## config.mk

```make
export PLATFORM = sky130hd
export DESIGN_NAME = alu_seq_ctrl
export DESIGN_NICKNAME = d
export VERILOG_FILES = /design/src/rtl/alu_pkg.sv /design/src/rtl/md_iter_unit.sv /design/src/rtl/alu_seq_ctrl.sv
export SDC_FILE = /design/constraint.sdc
export NUM_CORES = 1
export LEC_CHECK = 0
export BUFFER_PORTS_ARGS = -buffer_cell sky130_fd_sc_hd__buf_2
export CORE_ASPECT_RATIO = 0.75
export CORE_MARGIN = 2
export CORE_UTILIZATION = 50
export DETAILED_ROUTE_END_ITERATION = 10
export GPL_TIMING_DRIVEN = 0
export PLACE_DENSITY = 0.66
export SLEW_MARGIN = 30
export SYNTH_ARGS = -nofsm -noshare
export SYNTH_HDL_FRONTEND = slang
export SYNTH_SLANG_ARGS = --single-unit
export TNS_END_PERCENT = 50
```

## constraint.sdc

```tcl
create_clock -name clk -period 10 [get_ports clk]
set_input_delay 1 -clock clk [delete_from_list [all_inputs] [get_ports clk]]
set_output_delay 1 -clock clk [all_outputs]
set_load 0.005 [all_outputs]
```

## src/rtl/alu_pkg.sv

```systemverilog
// Shared types for the EX-stage ALU decoder and the iterative multiply/divide sequencer.
package alu_pkg;

  typedef enum logic [3:0] {
    AluAnd   = 4'b0000,
    AluOr    = 4'b0001,
    AluAdd   = 4'b0010,
    AluSlt   = 4'b0011,
    AluSll   = 4'b0100,
    AluSrl   = 4'b0101,
    AluSub   = 4'b0110,
    AluSra   = 4'b0111,
    AluEq    = 4'b1000,
    AluXor   = 4'b1001,
    AluPassB = 4'b1010,
    AluSltu  = 4'b1011
  } alu_op_e;

  // Values match Funct3 of the RV32M encodings.
  typedef enum logic [2:0] {
    MdMul    = 3'd0,
    MdMulh   = 3'd1,
    MdMulhsu = 3'd2,
    MdMulhu  = 3'd3,
    MdDiv    = 3'd4,
    MdDivu   = 3'd5,
    MdRem    = 3'd6,
    MdRemu   = 3'd7
  } md_op_e;

  typedef enum logic [1:0] {
    StIdle = 2'd0,
    StBusy = 2'd1,
    StDone = 2'd2
  } md_state_e;

  localparam logic [1:0] AluOpMem    = 2'b00;
  localparam logic [1:0] AluOpBranch = 2'b01;
  localparam logic [1:0] AluOpArith  = 2'b10;
  localparam logic [1:0] AluOpJump   = 2'b11;

  localparam logic [6:0] F7Alt  = 7'b0100000;
  localparam logic [6:0] F7MExt = 7'b0000001;

  function automatic logic md_is_div(md_op_e op);
    return op[2];
  endfunction

endpackage

```

## src/rtl/md_iter_unit.sv

```systemverilog
// One-bit-per-cycle unsigned core: shift-add multiplier and restoring divider.
// Multiply leaves the product in {hi, lo}; divide leaves quotient in lo, remainder in hi.
module md_iter_unit import alu_pkg::*; #(
  parameter int unsigned DATA_W = 32
) (
  input  logic                      clk,
  input  logic                      reset,
  input  logic                      start,
  input  logic                      step,
  input  md_op_e                    op,
  input  logic [DATA_W-1:0]         op_a,
  input  logic [DATA_W-1:0]         op_b,
  input  logic [$clog2(DATA_W)-1:0] count,
  output logic [DATA_W-1:0]         hi,
  output logic [DATA_W-1:0]         lo
);

  localparam int unsigned CW = $clog2(DATA_W);

  logic [DATA_W-1:0] a_q, b_q, hi_q, lo_q;
  logic [CW-1:0]     idx;
  logic [DATA_W:0]   add_sum, rem_shift, rem_diff;

  always_comb begin
    idx       = CW'(DATA_W - 1) - count;
    add_sum   = {1'b0, hi_q} + (b_q[count] ? {1'b0, a_q} : '0);
    // Dividend bits enter MSB first; a negative trial difference means restore.
    rem_shift = {hi_q, a_q[idx]};
    rem_diff  = rem_shift - {1'b0, b_q};
  end

  always_ff @(posedge clk) begin
    if (reset) begin
      a_q  <= '0;
      b_q  <= '0;
      hi_q <= '0;
      lo_q <= '0;
    end else if (start) begin
      a_q  <= op_a;
      b_q  <= op_b;
      hi_q <= '0;
      lo_q <= '0;
    end else if (step) begin
      if (md_is_div(op)) begin
        hi_q      <= rem_diff[DATA_W] ? rem_shift[DATA_W-1:0] : rem_diff[DATA_W-1:0];
        lo_q[idx] <= ~rem_diff[DATA_W];
      end else begin
        hi_q <= add_sum[DATA_W:1];
        lo_q <= {add_sum[0], lo_q[DATA_W-1:1]};
      end
    end
  end

  assign hi = hi_q;
  assign lo = lo_q;

endmodule

```

## src/rtl/alu_seq_ctrl.sv

```systemverilog
// EX-stage ALU operation decoder plus IDLE/BUSY/DONE sequencer for multi-cycle M ops.
// Operands are reduced to magnitudes on entry; signs are restored when the result commits.
module alu_seq_ctrl import alu_pkg::*; #(
  parameter int unsigned DATA_W = 32,
  parameter int unsigned M_EXT  = 1
) (
  input  logic              clk,
  input  logic              reset,
  input  logic              valid_i,
  input  logic              flush_i,
  input  logic [1:0]        ALUOp,
  input  logic [6:0]        Funct7,
  input  logic [2:0]        Funct3,
  input  logic              ImmOp,
  input  logic [DATA_W-1:0] src_a,
  input  logic [DATA_W-1:0] src_b,
  output logic [3:0]        Operation,
  output logic [DATA_W-1:0] md_result,
  output logic              md_sel,
  output logic              done,
  output logic              stall
);

  localparam int unsigned CW = $clog2(DATA_W);

  md_state_e         state_q, state_d;
  logic [CW-1:0]     count_q, count_d;
  md_op_e            op_q, req_op;
  logic              a_neg_q, b_neg_q, b_zero_q;
  logic [DATA_W-1:0] dividend_q, result_q;
  logic              m_op, a_neg, b_neg, accept, step, commit;
  logic [DATA_W-1:0] mag_a, mag_b, iter_hi, iter_lo, quot, rem, fix;
  logic [2*DATA_W-1:0] prod;
  alu_op_e           alu_op;

  always_comb begin
    m_op   = (M_EXT != 0) && (ALUOp == AluOpArith) && !ImmOp && (Funct7 == F7MExt);
    alu_op = AluAdd;
    unique case (ALUOp)
      AluOpMem:    alu_op = AluAdd;
      AluOpBranch: alu_op = AluEq;
      AluOpJump:   alu_op = AluPassB;
      default: begin
        unique case (Funct3)
          3'b000: alu_op = (!ImmOp && Funct7 == F7Alt) ? AluSub : AluAdd;
          3'b001: alu_op = AluSll;
          3'b010: alu_op = AluSlt;
          3'b011: alu_op = AluSltu;
          3'b100: alu_op = AluXor;
          3'b101: alu_op = (Funct7 == F7Alt) ? AluSra : AluSrl;
          3'b110: alu_op = AluOr;
          3'b111: alu_op = AluAnd;
        endcase
        if (m_op) alu_op = AluAdd;
      end
    endcase
  end

  assign Operation = alu_op;

  always_comb begin
    req_op = md_op_e'(Funct3);
    a_neg  = (req_op inside {MdMulh, MdMulhsu, MdDiv, MdRem}) && src_a[DATA_W-1];
    b_neg  = (req_op inside {MdMulh, MdDiv, MdRem}) && src_b[DATA_W-1];
    mag_a  = a_neg ? -src_a : src_a;
    mag_b  = b_neg ? -src_b : src_b;
  end

  always_comb begin
    state_d = state_q;
    count_d = count_q;
    accept  = 1'b0;
    step    = 1'b0;
    commit  = 1'b0;
    stall   = 1'b0;
    unique case (state_q)
      StIdle: begin
        if (valid_i && m_op && !flush_i) begin
          accept  = 1'b1;
          stall   = 1'b1;
          count_d = '0;
          state_d = StBusy;
        end
      end
      StBusy: begin
        if (flush_i) begin
          state_d = StIdle;
        end else begin
          step    = 1'b1;
          stall   = 1'b1;
          count_d = count_q + CW'(1);
          if (count_q == CW'(DATA_W - 1)) state_d = StDone;
        end
      end
      StDone: begin
        commit  = !flush_i;
        state_d = StIdle;
      end
      default: state_d = StIdle;
    endcase
    if (reset) begin
      accept = 1'b0;
      step   = 1'b0;
      commit = 1'b0;
      stall  = 1'b0;
    end
  end

  always_ff @(posedge clk) begin
    if (reset) begin
      state_q    <= StIdle;
      count_q    <= '0;
      op_q       <= MdMul;
      a_neg_q    <= 1'b0;
      b_neg_q    <= 1'b0;
      b_zero_q   <= 1'b0;
      dividend_q <= '0;
      result_q   <= '0;
    end else begin
      state_q <= state_d;
      count_q <= count_d;
      if (accept) begin
        op_q       <= req_op;
        a_neg_q    <= a_neg;
        b_neg_q    <= b_neg;
        b_zero_q   <= (src_b == '0);
        dividend_q <= src_a;
      end
      if (commit) result_q <= fix;
    end
  end

  md_iter_unit #(
    .DATA_W (DATA_W)
  ) u_iter (
    .clk   (clk),
    .reset (reset),
    .start (accept),
    .step  (step),
    .op    (op_q),
    .op_a  (mag_a),
    .op_b  (mag_b),
    .count (count_q),
    .hi    (iter_hi),
    .lo    (iter_lo)
  );

  always_comb begin
    prod = {iter_hi, iter_lo};
    if (a_neg_q ^ b_neg_q) prod = -prod;
    quot = (a_neg_q ^ b_neg_q) ? -iter_lo : iter_lo;
    rem  = a_neg_q ? -iter_hi : iter_hi;
    // Divide by zero bypasses the sign fix-up: all-ones quotient, untouched dividend.
    if (b_zero_q) begin
      quot = '1;
      rem  = dividend_q;
    end
    unique case (op_q)
      MdMul:                      fix = prod[DATA_W-1:0];
      MdMulh, MdMulhsu, MdMulhu:  fix = prod[2*DATA_W-1:DATA_W];
      MdDiv, MdDivu:              fix = quot;
      default:                    fix = rem;
    endcase
  end

  assign md_result = commit ? fix : result_q;
  assign done      = commit;
  assign md_sel    = commit;

endmodule

```

## Word-level counts from Yosys, hierarchy flattened

Cells that the tools add are included.

| storage, ports and cells | value |
|---|---|
| output and inout bits | 39 |
| flip-flop bits (word level) | 205 |

| cells by class | value |
|---|---|
| equality and inequality tests | 23 |
| add/subtract/negate cells | 9 |
| muxes and demuxes | 42 |
| reductions and logical operators | 23 |
| bitwise gates (word level) | 2 |
| magnitude comparators | 3 |

Operators by type and width:

| operator | number |
|---|---|
| 2-to-1 mux 32 bit | 11 |
| negator 32 bit | 4 |
| one-hot mux 32 bit (3 select lines) | 1 |
| 2-to-1 mux 64 bit | 1 |
| negator 64 bit | 1 |
| adder 32 x 33 -> 33 bit | 1 |
| subtractor 33 x 32 -> 33 bit | 1 |
| bitwise mux 32 bit | 1 |
| logical NOT 32 bit | 1 |
| one-hot mux 4 bit (8 select lines) | 1 |
| equality test 3 bit (second input constant) | 6 |
| equality test 3 x 2 -> 1 bit (second input constant) | 4 |
| < comparator 5 x 6 -> 1 bit (second input constant) | 2 |
| 2-to-1 mux 1 bit | 12 |
| one-hot mux 4 bit (3 select lines) | 1 |
| binary-select mux 1 bit (select 5 bit) | 2 |
| 2-to-1 mux 5 bit | 2 |
| one-hot mux 5 bit (2 select lines) | 1 |
| logical AND 1 bit | 8 |
| 2-to-1 mux 2 bit | 4 |
| equality test 7 x 1 -> 1 bit (second input constant) | 1 |
| equality test 7 x 6 -> 1 bit (second input constant) | 1 |
| equality test 2 bit (second input constant) | 3 |
| equality test 3 x 1 -> 1 bit (second input constant) | 2 |
| 24 further kinds | 30 |

## Logic depth before layout (Yosys ltp)

Gate-level depths: netlist (run 1).

| logic depth | value |
|---|---|
| depth after elaboration | 9 |
| mapped depth | 20 |
| depth with buffers taken out | 16 |

## By module

Synthesis (run 1) repeated with hierarchy kept, for this count alone.

| unflattened totals | value |
|---|---|
| cell total of the unflattened synthesis | 2290 |
| area total of the unflattened synthesis | 17325.4 um2 |

Modules (own cells, without submodules):

| module | times used | cells each | seq. area each (um2) | area each (um2) |
|---|---|---|---|---|
| md_iter_unit | 1 | 1179 | 2562.5 | 9666.8 |
| alu_seq_ctrl | 1 | 1111 | 1541.5 | 7658.6 |

## Worst setup path before layout (run 1)

No wires, ideal clock.

| timing path | value |
|---|---|
| kind | flip-flop to flip-flop |
| from | register count_q[0] |
| to | register u_iter.hi_q[24] (netlist: u_iter.hi[24]) |
| cell stages (with the launch flop) | 19 |
| data arrival time | 5.478 ns |
| path buffers | 4 |
| clock period less this slack | 5.600 ns |
| library setup time | 0.122 ns |
| slack | 4.400 ns |
| cells stage by stage | dfxtp_1 -> buf_1 -> clkbuf_1 -> mux4_2 -> mux4_2 -> mux2i_1 -> ha_1 -> inv_1 -> fa_1 -> a211oi_1 -> o21ai_0 -> o211a_1 -> a31o_2 -> buf_2 -> a22oi_1 -> mux2i_1 -> clkbuf_1 -> o21ai_0 -> a221o_1 |

| on the way | value |
|---|---|
| longest elaborated chain between the ends | 6 |
| elaborated cells on any way between the ends | 10 |

Ends and longest elaborated chain:

| element | RTL line | source |
|---|---|---|
| from (decl) | alu_seq_ctrl.sv:27 | `logic [CW-1:0] count_q, count_d;` |
| from (signal assigned) | alu_seq_ctrl.sv:121 | `count_q <= count_d;` |
| subtractor 5 bit | md_iter_unit.sv:25 | `idx = CW'(DATA_W - 1) - count;` |
| binary-select mux 1 bit (select 5 bit) | md_iter_unit.sv:28 | `rem_shift = {hi_q, a_q[idx]};` |
| 2-to-1 mux 1 bit (implied by the code) | md_iter_unit.sv:28 |  |
| subtractor 33 x 32 -> 33 bit | md_iter_unit.sv:29 | `rem_diff = rem_shift - {1'b0, b_q};` |
| 2-to-1 mux 32 bit | md_iter_unit.sv:45 | `hi_q <= rem_diff[DATA_W] ? rem_shift[DATA_W-1:0] : rem_diff[DATA_W-1:0];` |
| 2-to-1 mux 32 bit (*) | md_iter_unit.sv:44 | `if (md_is_div(op)) begin` |
| to (signal assigned) | md_iter_unit.sv:45 |  |
| to (signal assigned) | md_iter_unit.sv:48 | `hi_q <= add_sum[DATA_W:1];` |
| to (decl) | md_iter_unit.sv:20 | `logic [DATA_W-1:0] a_q, b_q, hi_q, lo_q;` |

Mark *: on every way between the ends. The rest lies on a longest branch, timed or not. The select of a mux whose other input is x is not followed.
A chain may end at the register's enable or synchronous reset.

## Worst setup path in the final report (run 1)

| timing path | value |
|---|---|
| from | register count_q[0] |
| to | register u_iter.hi_q[21] (netlist: u_iter.hi[21]) |

Same word-level chain as after synthesis.

==> impl_summary.md, run 1 <==
STA
At the pin with the least slew margin, the transition time is 1075 ps. The setup-violating endpoint count in the final report is 0. The total count of hold-check failures in the final report came to 0. The final worst setup slack is 2200 ps. The headroom to the max-slew limit is 28.17%. Subtracting the final worst setup slack from the clock period gives 7800 ps.

The number of pins exceeding their max-slew limit in the final report is 0. Static timing analysis puts the maximum clock frequency at 128.2 MHz. Clock skew on the completed layout was measured at 16.53 ps.

Setup repair after global routing left no endpoint under its margin. The final clock period utilization by the worst path is 78.00%. For the final routed database, the setup TNS stands at 0 ps.

Worst setup path
The worst setup path is launched from a register. The category of the worst setup path capture point is a register. Along the worst path, the maximum fanout reaches 10.

The signal on the critical path passes through buf_1, clkbuf_1, mux4_2, mux4_2, mux2i_1, ha_1, inv_1, fa_1, a211oi_1, o21ai_0, o211a_1, a31o_2, buf_2, a22oi_1, mux2i_2, buf_2, clkbuf_1, nand2_1, o21ai_0, a21oi_1. For this design, the slowest cell found on the critical path is sky130_fd_sc_hd__mux2i_2. The endpoint of the most critical register-to-register path is u_iter.hi[21]$_SDFFE_PP0P_.

On the worst path, the slowest cell contributes a delay of 770 ps. STA puts the critical path data arrival time at 8210 ps. The launching point of the worst reg2reg path is count_q[0]$_SDFFE_PP0P_. The critical setup path kind is register to register. STA puts the critical path data required time at 10,410 ps. The worst register-to-register path has a setup slack of 2200 ps. The depth of the worst register-to-register path is 20.

Clock network
The later pin in the worst-skew pair is clocked with a latency of 560 ps. The number of buffers added by the clock tree synthesis step is 23. After clock tree synthesis, the clock-pin slew on the worst setup and hold paths is 70 ps.

For this design, the sink count on the clock tree is 204. TritonCTS built the clock tree. The cell chosen for the clock root is sky130_fd_sc_hd__clkbuf_16. The number of gates resized after cts is 0.

The number of setup buffers added after CTS is 0. Counting along the longest clock path gives a buffer depth of 3. In this run the number of H-tree levels came out at 1. Hold repair after CTS inserted 0 buffers.

GRT
Entering global routing, the biggest net connects 15 pins. The total global routing overflow is 0. The first global-routing pass estimated 107,300 um of wire. The initial antenna violation count is 2. Global routing consumed, over all layers together, 41.01% of the routing resources.

The via count of the first global-routing pass is 16,821.

Routing
The final routed DRC violation total is 0. The detailed-routing iteration count for the pre-antenna-repair pass is 5. After detailed routing, the average wire length per cell comes to 25.66 um.

The via density per instance is 6.575. For this block, the initial DRC count from the detailed router was 2,721. For this block, the routed nets add up to 73,530 um of wire. The remaining number of nets flagged by the antenna check after routing is 0. The routed layout has 18,836 vias.

Placed design
At the placement stage, the worst setup path has a slack of 2519 ps. Once detailed placement completed, the half-perimeter wirelength came to 58,640 um. The placer congestion estimate is 1.080. Port buffering added 116 buffers.

In this run, placement finished with an instance count of 2,823.

Cells and area
The footprint of the multi-input gates is 11,630 um2. In the final layout, the share of cells above drive strength 1 is 8.873%. The final standard cell count with taps included and fillers excluded is 2,865. The repair_antennas step left the layout with diodes totalling 0. Across the whole layout, storage elements account for 4084 um2.

The count of fill cells added during filler insertion is 3,205. The area added between synthesis and finish is 11.58%. The final core area utilization is 56.92%. The number of nets at the end of the flow is 2,565.

Min path
The number of cells traversed by the worst hold path is 2. The worst-case hold path end point is dividend_q[28]$_SDFFE_PP0P_. The min-delay analysis places its worst path in the category register to register. In this run the most critical hold path is launched from dividend_q[28]$_SDFFE_PP0P_.

Synth
The synthesized netlist contains 76 unique library cells. Summing the sequential cell areas from Yosys gives 24.56% of the chip area. The biggest area contributor in the post-synthesis netlist is sky130_fd_sc_hd__dfxtp_1. The number of instances in the synthesized netlist is 2,265.

The predominant post-synthesis flop cell is sky130_fd_sc_hd__dfxtp_1. After synthesis, the share of flip-flops with an asynchronous set or reset is 0%. By count the netlist is led by sky130_fd_sc_hd__a21oi_1 (248), sky130_fd_sc_hd__nor2_1 (248), sky130_fd_sc_hd__nand2_1 (216). The area of the mapped netlist is 16,630 um2.

Of the post-synthesis cell area, the dominant cell type holds 24.56%. After synthesis, the cell types taking the most area are sky130_fd_sc_hd__dfxtp_1 (25%), sky130_fd_sc_hd__a21oi_1 (7.5%), sky130_fd_sc_hd__ha_1 (5.7%), sky130_fd_sc_hd__xor2_1 (5.7%), sky130_fd_sc_hd__nor2_1 (5.6%). The count of state elements after synthesis is 204.

The synthesized area per cell is 7.340 um2. In this run, synthesis inferred 0 flip-flops with an integrated enable. The number of warnings issued by yosys is 0. The number of nets in the synthesized netlist is 2,424.

Floorplanning
The horizontal die dimension is 214.6 um. The die span in y is 161.9 um. The die covers 34,740 um2. The number of placed I/O pins is 120. The floorplan has 57 rows.

The region available for standard cell placement spans 32,590 um2. The initial core utilization is 51.01%.

Status
The flow ran to the end, and the final reports show no timing, DRC or antenna violations.

Pwr
The post-layout total power is 0.001820 W. In this run the power density over the cells is 98.09 nW/um2. The analysis attributes to cell leakage a power of 7.143 nW. Across the VDD grid, the largest voltage drop is 0.1163 mV.

Flow run
Across the run, the number of max-cap violations was 0.
-- worst max-delay path: cells and delay by family, from the launching register on --
family / cells / cell delay [ps]
buffers and inverters: 6 / 2780
muxes: 4 / 1860
AOI/OAI and AO/OA: 7 / 1790
adders and majority gates: 2 / 640
DFF: 1 / 490
and+or+nand+nor: 1 / 120
-- final cells by class --
| class | instances | share of cell area, % |
|---|---|---|
| clock buffer | 31 | 3.534 |
| buffer | 175 | 3.669 |
| inverter | 69 | 1.396 |
| clock inverter | 11 | 0.5665 |
| timing repair buffer | 116 | 3.129 |
| sequential | 204 | 22.01 |
| multi-input combinational | 1817 | 62.71 |
| tap | 442 | 2.981 |
-- layout by cell type, fill, tap and decap left out, drive strengths merged, types with 7 or more instances in the layout --
cell type / instances
nor2: 248
a21oi: 248
nand2: 216
dfxtp: 204
clkbuf: 192
o21ai: 166
buf: 130
xor2: 108
a211oi: 96
xnor2: 95
ha: 76
inv: 70
nor3: 53
and2: 47
nor2b: 38
a31oi: 35
a21o: 32
nand3: 31
or3: 25
o31ai: 24
nor4: 19
and3: 18
mux4: 18
o221ai: 17
or4: 17
mux2i: 16
a221oi: 15
o41ai: 14
nand4: 13
o211ai: 12
nand3b: 9
a311oi: 8
a2111oi: 8
clkinv: 8
nor3b: 7
nand2b: 7
-- routing by layer --
metal  vias up  track usage [%]  routed length, um
met5         -            2.361                125
met4         4            9.249               2150
met3       159            17.25              12020
met2      1299            54.88              27280
met1      8930            59.78              31950
li1       8444                -                  -
-- stage by stage --
stage | instance area, um2 | hold WS (ps)
2_1_floorplan | 16630 | 432.8
3_3_place_gp | 17760 | 448.8
3_5_place_dp | 17780 | 455.5
4_1_cts | 18540 | 464.2
5_1_grt | 18550 | 478.6
6_report | 18550 | 462.1
-- worst max-delay path by stage --
stage,to,start,slack (ps),cells after the start
floorplan,u_iter.hi[24]$_SDFFE_PP0P_,count_q[0]$_SDFFE_PP0P_,4400,18
global placement,u_iter.hi[21]$_SDFFE_PP0P_,count_q[0]$_SDFFE_PP0P_,2330,20
detailed placement,u_iter.hi[21]$_SDFFE_PP0P_,count_q[0]$_SDFFE_PP0P_,2520,20
CTS,u_iter.hi[21]$_SDFFE_PP0P_,count_q[0]$_SDFFE_PP0P_,2460,20
global route,u_iter.hi[21]$_SDFFE_PP0P_,count_q[0]$_SDFFE_PP0P_,1880,19
finish,u_iter.hi[21]$_SDFFE_PP0P_,count_q[0]$_SDFFE_PP0P_,2200,20
-- power by group --
part           internal [W]  switching [W]  leakage (nW)
logic             0.0000398      0.0000797          5.12
clock network      0.000491       0.000396         0.379
registers          0.000812    0.000000216          1.64
total               0.00134       0.000476          7.14
-- kinds of logic (layout without fill, tap and decap cells) --
| logic type | count (synthesis) | in the layout | synth area share [%] |
|---|---|---|---|
| and+or+nand+nor | 762 | 762 | 21.69 |
| AOI/OAI and AO/OA | 735 | 735 | 27.70 |
| buffers and inverters | 244 | 402 | 5.652 |
| DFF | 204 | 204 | 24.56 |
| xor gates and xnor gates | 203 | 203 | 10.69 |
| adders and majority gates | 78 | 78 | 5.960 |
| muxes | 39 | 39 | 3.740 |
-- sequential cells by signal (all words and copies together) (netlist names) --
name        cells
a_neg_q         1
b_neg_q         1
b_zero_q        1
count_q         5
dividend_q     32
op_q            3
result_q       32
state_q         2
u_iter.a_q     31
u_iter.b_q     32
u_iter.hi      32
u_iter.lo      32
No activity file was read; power rests on OpenSTA's default activity.
==> run 2, diff against run 1 <==
Clock period 10 ns to 7.6 ns, I/O delays scaled along.
==> impl_summary.md, run 2 (synthesis gave the netlist of run 1 again) <==
Status
The run finished with clean final reports.

GRT
For this run, global-route usage on met3 was measured as 17.25%. In the global route stage, met1 resource usage came out at 59.78%. The via count of the first global-routing pass is 16,821. The initial antenna violation count is 2. The global-route wire length before repair is 107,300 um. The aggregate global-route resource usage is 41.01%. The total global routing overflow is 0. The busiest layer in global routing is met1. The maximum number of pins on one net before global-route repair is 15. The met2 usage in global routing is 54.88%.

STA
Setup repair after global routing left no endpoint under its margin. Setup violations remaining at the end of the flow were counted as 0. The minimum period implied by the final worst setup slack is 7244 ps.

The total count of hold-check failures in the final report is 0. Static timing analysis puts the maximum clock frequency at 138.1 MHz. The slew of the pin with the lowest slew margin is 1015 ps. The headroom to the max-slew limit is 32.18%.

The worst clock skew on the final layout is 15.54 ps. The number of pins exceeding their max-slew limit in the final report is 0. The final clock period utilization by the worst path is 95.31%.

Floorplanning
The floorplan row count is 57. For this configuration, the core starts out at a cell density of 51.01%. During I/O placement, the number of pins put on the boundary was 120.

The horizontal die dimension is 214.6 um. The placeable core region is 32,590 um2. The die covers 34,740 um2. The floorplan step set the die height to 161.9 um.

Cells and area
The area taken by flip-flops and latches is 4084 um2. The final standard cell count with taps included and fillers excluded is 2,865. In the layout the commonest cells are sky130_fd_sc_hd__nor2_1 (248), sky130_fd_sc_hd__a21oi_1 (248), sky130_fd_sc_hd__nand2_1 (216), sky130_fd_sc_hd__dfxtp_1 (204), sky130_fd_sc_hd__o21ai_0 (164). The number of antenna diodes in the final layout is 0. The share of post-route cells with drive strength above 1 is 8.956%. The number of nets at the end of the flow is 2,565. The filler cells instantiated in the layout total 3,204. The footprint of the multi-input gates is 11,630 um2.

The area added between synthesis and finish is 11.60%.

Pwr
The share of total power in combinational logic is 6.6%. Power spread over the standard cell area amounts to 128.8 nW/um2. Summing internal, switching and leakage power gives 0.002390 W. In this run the static leakage power is 7.150 nW.

The proportion of power drawn by the clock network is 48.7%. The sequential fraction of design power is 44.7%. The net switching fraction of the power is 26.04%.

The net switching power is 0.0006225 W. The internal power of the cells totals 0.001768 W. VDD sags by at most 0.1509 mV.

Routing
The DRC marker count from the first detailed-route iteration is 2,777. The remaining number of nets flagged by the antenna check after routing is 0. The detailed-routing iteration count for the pre-antenna-repair pass is 7. The final layout contains routed wiring with a total length of 73,440 um. The final routed DRC violation total is 0. The count of vias placed by the detailed router is 18,766. Dividing the detail-routed wire length by the instance count gives 25.63 um. The via density per instance is 6.550.

Worst setup path
The critical path data required time is 8000 ps. The worst setup path is launched from a register. The category of the worst setup path capture point is a register. Of all nets on the critical path, the largest fanout is 10.

The setup path with the least slack is of type register to register. The critical path arrival is 7650 ps.

Clock network
For this design, the sink count on the clock tree is 204. The number of buffers added by the clock tree synthesis step is 23. The number of buffers added to fix hold violations after cts is 0. The number of buffers between clock root and the deepest sink is 3.

TritonCTS built the clock tree. The H-tree level count is 1. The number of setup buffers added after CTS is 0.

The cell sitting at the root of the clock tree is a sky130_fd_sc_hd__clkbuf_16. At the later pin of the worst-skew pair, clock insertion delay measures 560 ps. The clock-pin slew on the worst setup and hold paths is 70 ps.

Placed design
In this run, placement finished with an instance count of 2,823. The wire-length estimate of the detail-placed layout is 58,640 um. The port buffer count is 116.

The placer congestion estimate is 1.080.

Min path
The min-delay analysis places its worst path in the category register to register.

Flow run
Max-cap violations in this run came to 0.
run 2: changes by cell type in the layout (fill, tap and decap cells not counted), sizes merged:
cell / before / now
buf: 130 / 129
clkbuf: 192 / 193
run 2: final cells by class:
type	count	area share [%]
inverter	69	1.396
clock buffer	31	3.534
tap	442	2.981
timing repair buffer	116	3.129
multi-input combinational	1817	62.70
sequential	204	22.01
clock inverter	11	0.5665
buffer	175	3.682
run 2: stage by stage:
| step | instance area, um2 | setup TNS [ps] | util (%) | worst slack, ps | hold WS (ps) |
|---|---|---|---|---|---|
| floorplan | 16630 | 0 | - | 2000 | 432.8 |
| global placement | 17760 | -237.2 | 54.49 | -69.57 | 448.8 |
| detailed placement | 17780 | 0 | 54.55 | 118.5 | 455.5 |
| CTS | 18540 | 0 | 56.88 | 57.86 | 464.2 |
| global route | 18550 | 0 | 56.93 | 156.4 | 478.6 |
| finish | 18550 | 0 | 56.93 | 356.3 | 462.1 |
run 2: power by group through the flow:
stage          sequential, W  clock, W  combinational [W]
2_1_floorplan        0.00109         0          0.0000783
3_3_place_gp         0.00109         0           0.000150
3_5_place_dp         0.00109         0           0.000152
4_1_cts              0.00107   0.00116           0.000153
5_1_grt              0.00107   0.00120           0.000167
6_report             0.00107   0.00116           0.000157
run 2: per-layer routing:
layer	up-vias	part of all wire (%)
li1	8451	-
met1	8906	44
met2	1232	37
met3	173	16
met4	4	2.8
met5	-	0.17
run 2: repair_timing:
action | 4_1_cts | 5_1_grt
endpoints found under the hold margin | 0 | 0
gates resized for setup | 0 | 5
endpoints found under the setup margin | 0 | 30
run 2: worst paths after layout:
kind	endpoint	from	cells past startpoint	slack (ps)
worst max-delay path	u_iter.hi[21]$_SDFFE_PP0P_	count_q[0]$_SDFFE_PP0P_	20	360
worst min-delay path	dividend_q[28]$_SDFFE_PP0P_	dividend_q[28]$_SDFFE_PP0P_	2	460
worst max register to register	u_iter.hi[21]$_SDFFE_PP0P_	count_q[0]$_SDFFE_PP0P_	20	360
worst min register to register	dividend_q[28]$_SDFFE_PP0P_	dividend_q[28]$_SDFFE_PP0P_	2	460
run 2: worst max-delay path, stage by stage, from the launching register on:
cell	delay, ps
sky130_fd_sc_hd__dfxtp_1	510
sky130_fd_sc_hd__clkbuf_2	450
sky130_fd_sc_hd__clkbuf_2	460
sky130_fd_sc_hd__mux4_2	370
sky130_fd_sc_hd__mux4_2	450
sky130_fd_sc_hd__mux2i_1	210
sky130_fd_sc_hd__ha_1	200
sky130_fd_sc_hd__inv_1	60
sky130_fd_sc_hd__fa_1	440
sky130_fd_sc_hd__a211oi_1	270
sky130_fd_sc_hd__o21ai_0	290
sky130_fd_sc_hd__o211a_1	370
sky130_fd_sc_hd__a31o_2	260
sky130_fd_sc_hd__buf_2	180
sky130_fd_sc_hd__a22oi_1	380
sky130_fd_sc_hd__mux2i_2	760
sky130_fd_sc_hd__buf_2	450
sky130_fd_sc_hd__clkbuf_1	650
sky130_fd_sc_hd__nand2_1	110
sky130_fd_sc_hd__o21ai_0	110
sky130_fd_sc_hd__a21oi_1	90
